[config.mk]
export PLATFORM = sky130hd
export DESIGN_NAME = rom_writer
export DESIGN_NICKNAME = d
export VERILOG_FILES = /design/src/rtl/rom_writer.sv
export SDC_FILE = /design/constraint.sdc
export NUM_CORES = 1
export LEC_CHECK = 0
export CELL_PAD_IN_SITES_DETAIL_PLACEMENT = 1
export CELL_PAD_IN_SITES_GLOBAL_PLACEMENT = 1
export CORE_MARGIN = 1.5
export CORE_UTILIZATION = 40
export DETAILED_ROUTE_END_ITERATION = 12
export PLACE_DENSITY = 0.88
export SYNTH_ARGS = -nofsm -noshare
export SYNTH_HDL_FRONTEND = slang
export SYNTH_SLANG_ARGS = --single-unit
[constraint.sdc]
create_clock -name clk_in -period 7.2 [get_ports clk_in]
set_input_delay 1.44 -clock clk_in [delete_from_list [all_inputs] [get_ports clk_in]]
set_output_delay 1.44 -clock clk_in [all_outputs]
set_load 0.03 [all_outputs]
[src/rtl/rom_writer.sv]
// Byte-stream EEPROM programmer driving the shared multiplexed address bus and external low-address latch.
// Writes sequential addresses from 0, one timed latch/WE sequence per accepted byte.
module rom_writer #(
    parameter int PERIOD_NS       = 10,
    parameter int TOTAL_ADDRESSES = 32768,
    parameter int SETUP_NS        = 50,
    parameter int HOLD_NS         = 5,
    parameter int WE_PULSE_NS     = 100,
    parameter int WRITE_CYCLE_NS  = 10000000
) (
    input  logic        clk_in,
    input  logic        rst_in,
    input  logic        data_valid_in,
    input  logic [7:0]  data_in,
    output logic        data_ready_out,
    output logic [7:0]  rom_addr_out,
    output logic        rom_latch_out,
    output logic [7:0]  rom_data_out,
    output logic        rom_data_oe_out,
    output logic        rom_we_n_out,
    output logic [15:0] bytes_written_out,
    output logic        finished_out
);

    function automatic int ns2c(input int ns);
        int c;
        c = (ns + PERIOD_NS - 1) / PERIOD_NS;
        return (c < 1) ? 1 : c;
    endfunction

    localparam int SETUP_C = ns2c(SETUP_NS);
    localparam int HOLD_C  = ns2c(HOLD_NS);
    localparam int WE_C    = ns2c(WE_PULSE_NS);
    localparam int WC_C    = ns2c(WRITE_CYCLE_NS);
    localparam int MAX_AB  = (SETUP_C > HOLD_C) ? SETUP_C : HOLD_C;
    localparam int MAX_CD  = (WE_C > WC_C) ? WE_C : WC_C;
    localparam int MAX_C   = (MAX_AB > MAX_CD) ? MAX_AB : MAX_CD;
    localparam int CW      = $clog2(MAX_C + 1);

    typedef enum logic [2:0] {
        IDLE, LOW_SETUP, LATCH_PULSE, HIGH_SETUP, WE_PULSE, DATA_HOLD, WRITE_WAIT, FINISHED
    } state_t;

    state_t          state, state_next;
    logic [CW-1:0]   cnt, cnt_next;
    logic [16:0]     addr, addr_next;
    logic [7:0]      byte_q, byte_next;
    logic [7:0]      addr_o_next, data_o_next;
    logic            latch_next, oe_next, we_n_next;
    logic            last;

    assign last = (cnt == '0);

    always_comb begin
        state_next = state;
        cnt_next   = cnt;
        addr_next  = addr;
        byte_next  = byte_q;
        unique case (state)
            IDLE: if (data_valid_in) begin
                byte_next  = data_in;
                state_next = LOW_SETUP;
                cnt_next   = CW'(SETUP_C - 1);
            end
            LOW_SETUP: if (last) begin
                state_next = LATCH_PULSE;
                cnt_next   = CW'(HOLD_C - 1);
            end else cnt_next = cnt - 1'b1;
            LATCH_PULSE: if (last) begin
                state_next = HIGH_SETUP;
                cnt_next   = CW'(SETUP_C - 1);
            end else cnt_next = cnt - 1'b1;
            HIGH_SETUP: if (last) begin
                state_next = WE_PULSE;
                cnt_next   = CW'(WE_C - 1);
            end else cnt_next = cnt - 1'b1;
            WE_PULSE: if (last) begin
                state_next = DATA_HOLD;
                cnt_next   = CW'(HOLD_C - 1);
            end else cnt_next = cnt - 1'b1;
            DATA_HOLD: if (last) begin
                state_next = WRITE_WAIT;
                cnt_next   = CW'(WC_C - 1);
            end else cnt_next = cnt - 1'b1;
            WRITE_WAIT: if (last) begin
                addr_next  = addr + 17'd1;
                state_next = (addr_next == 17'(TOTAL_ADDRESSES)) ? FINISHED : IDLE;
            end else cnt_next = cnt - 1'b1;
            default: state_next = state;
        endcase
    end

    // Bus outputs are decoded from the next state so the registered pins line up with the state register.
    always_comb begin
        addr_o_next = rom_addr_out;
        data_o_next = 8'h00;
        latch_next  = 1'b0;
        oe_next     = 1'b0;
        we_n_next   = 1'b1;
        unique case (state_next)
            LOW_SETUP:   addr_o_next = addr[7:0];
            LATCH_PULSE: begin
                addr_o_next = addr[7:0];
                latch_next  = 1'b1;
            end
            HIGH_SETUP, WE_PULSE, DATA_HOLD: begin
                addr_o_next = addr[15:8];
                data_o_next = byte_next;
                oe_next     = 1'b1;
                we_n_next   = (state_next != WE_PULSE);
            end
            default: ;
        endcase
    end

    always_ff @(posedge clk_in) begin
        if (rst_in) begin
            state           <= IDLE;
            cnt             <= '0;
            addr            <= '0;
            byte_q          <= '0;
            rom_addr_out    <= '0;
            rom_latch_out   <= 1'b0;
            rom_data_out    <= '0;
            rom_data_oe_out <= 1'b0;
            rom_we_n_out    <= 1'b1;
        end else begin
            state           <= state_next;
            cnt             <= cnt_next;
            addr            <= addr_next;
            byte_q          <= byte_next;
            rom_addr_out    <= addr_o_next;
            rom_latch_out   <= latch_next;
            rom_data_out    <= data_o_next;
            rom_data_oe_out <= oe_next;
            rom_we_n_out    <= we_n_next;
        end
    end

    assign data_ready_out    = (state == IDLE);
    assign finished_out      = (state == FINISHED);
    assign bytes_written_out = addr[15:0];

endmodule

==> impl_metrics.json <==
{
  "status": "complete, no violations",
  "cp_max_fo": 34,
  "die-height_um": 103.0,
  "synth_edf_count": 0,
  "rsz0062_at_grt": "false",
  "p_int_uw": 915.1,
  "grt_usage_pct": 23.94,
  "syn2layout_area_growth_pct": 14.81,
  "max-vdd-ir-drop_v": 0.0001812,
  "synth-seq-cells": 67,
  "fin_setup_tns_ns": 0,
  "synth_top_area_share_pct": 33.56,
  "crit_required_ns": 5.76,
  "syn_area_um2": 3996,
  "finClkSkew_ns": 0.01269,
  "power_frac_seq_pct": 29.3,
  "io_buffers": 47,
  "maxCapViolCount": 0,
  "dieArea_um2": 10600,
  "yosys_most_used_dff": "dfxtp_1",
  "clk_latency_ns": 0.36,
  "synth.distinct_cells": 59,
  "dpl.hpwl_mm": 8.201,
  "drtAntennaViolNets": 0,
  "hold_path.class": "flop to flop",
  "max-slew-margin-rel_pct": 18.84,
  "remaining_drc_errors": 0,
  "reg2reg_depth": 5,
  "ctsHoldBuffers": 0,
  "drtPass1Iterations": 5,
  "cp.arrival_ns": 2.61,
  "p_per_area_nw_per_um2": 382.4,
  "root_buffer": "clkbuf_8",
  "start_util_pct": 41.08,
  "timing.final.max_slew_violations": 0,
  "yosys-top-cells-area": "dfxtp_1 34%, nor2_1 5.1%, nand2_1 4.0%",
  "ys.warnings.count": 0,
  "p_clk_share_pct": 20.1,
  "rows": 36,
  "grt_pass1_wl_mm": 19.94,
  "fin_crit_sh_pct": 56.26,
  "fin_area_um2": 4588,
  "final_layout_size_suffix_gt1_share_pct": 5.703,
  "cts_buffers": 9,
  "async_flop_share_pct": 0,
  "fin_crit_ns": 4.051,
  "end_kind": "output pin",
  "critPathLaunchType": "flop",
  "p_sw_uw": 839.3,
  "r2r_start": "state[1]",
  "crit_path_start": "state[1]",
  "place_area_um2": 4372,
  "fin_ws_ns": 3.149,
  "cts_buffer_depth": 2,
  "syn_inst": 518,
  "grt_max_degree": 41,
  "post-synth-top-count-cell": "dfxtp_1",
  "drt_iter0_markers": 254,
  "die_x_um": 103.0,
  "crit_path_end": "finished_out",
  "antenna_found_initial": 0,
  "power_switching_share_pct": 47.84,
  "wl_per_cell_um": 18.09,
  "core_area_um2": 9729,
  "dpl_worst_slack_ns": 3.525,
  "post-cts-setup-buffer-count": 0,
  "clk_pin_slew_worst_paths_ns": 0.08,
  "gp_congestion": 0.8477,
  "finalSetupViolations": 0,
  "grt-ovfl-total": 0,
  "r2r-end": "rom_addr_out[4]",
  "worst-slew-pin-transition_ns": 1.216,
  "n_antenna_cell": 0,
  "grt_pass1_vias": 4053,
  "dp.cells": 643,
  "finalHoldViolations": 0,
  "viasPerCell": 5.948,
  "io_pins": 48,
  "synth_seq_area_share_pct": 33.56,
  "cts_resized": 0,
  "p_comb_share_pct": 50.6,
  "timing.reg2reg.setup_slack_ns": 3.59,
  "drt-total-wl_mm": 11.92,
  "cts_tree": "built",
  "path_class": "flop to output pin",
  "synth.avg_cell_area_um2": 7.715,
  "cts_max_level": 3,
  "synth_nets": 532,
  "final_nets": 535,
  "vias": 3920,
  "synth_common_cells": "67 x dfxtp_1, 54 x nor2_1, 43 x nand2_1, 31 x clkbuf_1, 31 x o21ai_0",
  "yosys.area.top_type": "dfxtp_1",
  "fmax_mhz": 246.9,
  "cts.sinks": 67,
  "power.leakage_uw": 0.001669,
  "finalNonFillerCells": 659
}
==> state kept, by name, indices dropped and copies added (netlist names) <==
register and cells:
cnt 20, addr 17, byte_q 8, rom_addr_out 8
rom_data_out 8, state 3, rom_data_oe_out 1, rom_latch_out 1
rom_we_n_out 1
==> routing by layer <==
| metal | wire length (um) | vias to the layer above | track usage (%) |
|---|---|---|---|
| met4 | 252 | 0 | 9.563 |
| met2 | 6153 | 102 | 42.71 |
| met3 | 530 | 22 | 4.746 |
| met1 | 4982 | 1925 | 28.09 |
| met5 | 0 | - | 0 |
| li1 | - | 1871 | - |
==> worst max-delay path, cell delays in order, from the launching register on <==
cell and delay [ns]:
dfxtp_1 1.13, and3_1 0.41, clkdlybuf4s50_1 0.71
==> worst min-delay path by stage <==
stage,cells after the start,from,slack [ns],to
final,2,byte_q[3],0.46,byte_q[3]
after global routing,2,byte_q[3],0.49,byte_q[3]
after CTS,2,byte_q[3],0.47,byte_q[3]
after detailed placement,2,byte_q[0],0.45,byte_q[0]
after global placement,2,byte_q[6],0.44,byte_q[6]
after floorplan,2,byte_q[0],0.43,byte_q[0]
==> area by class of cell <==
| type | count | area [um2] |
|---|---|---|
| clock buffers | 9 | 123.9 |
| clock inverters | 7 | 92.59 |
| fillers | 1224 | 5141 |
| inverters | 6 | 22.52 |
| multi-input cells | 385 | 2333 |
| flip-flops and latches | 67 | 1341 |
| well taps | 133 | 166.4 |
| repair buffers | 52 | 508.0 |
==> logic make-up after synthesis <==
group                    share of synthesized area, %
AND/OR/NAND/NOR                                 33.09
AO/OA/AOI/OAI                                   18.32
flip-flops                                      33.56
buffers and inverters                           8.046
XOR/XNOR                                        5.260
multiplexers                                   0.7827
adder cells (fa/ha/maj)                        0.9394
==> metrics by stage <==
step	total power (uW)	util [%]	hold slack, ns
4_1_cts	1749	47.16	0.4688
2_1_floorplan	1146	-	0.4339
5_1_grt	1866	47.16	0.4923
6_report	1754	47.16	0.4646
3_5_place_dp	1389	44.93	0.4512
3_3_place_gp	1351	44.93	0.4428
==> power by group through the flow <==
stage	combinational, uW	clock (uW)	sequential [uW]
finish	887	353	515
global route	969	374	523
CTS	878	359	512
detailed placement	869	0	520
global placement	839	0	512
floorplan	632	0	513
==> layout by cell type, fill, tap and decap left out, drive strengths merged, types with 3 or more instances in the layout <==
master          n
nor4           16
o21ai          31
or2             3
nand2b          4
buf             5
nand3          21
a211oi          5
o221ai          7
nand3b          9
and3           12
ha              3
nor3           22
and2           12
clkinv          6
o31ai           8
nor2b          10
a41o            7
a211o           4
a311oi          3
xnor2          16
o22ai           3
and4            4
a21oi          22
dfxtp          67
nor3b           4
clkbuf          9
nand2          43
or4             5
nor2           54
xor2            8
o31a            4
a31oi           4
nand4          12
inv             5
or3            12
clkdlybuf4s50  47
Note: power is estimated with default switching activity, not from simulation.
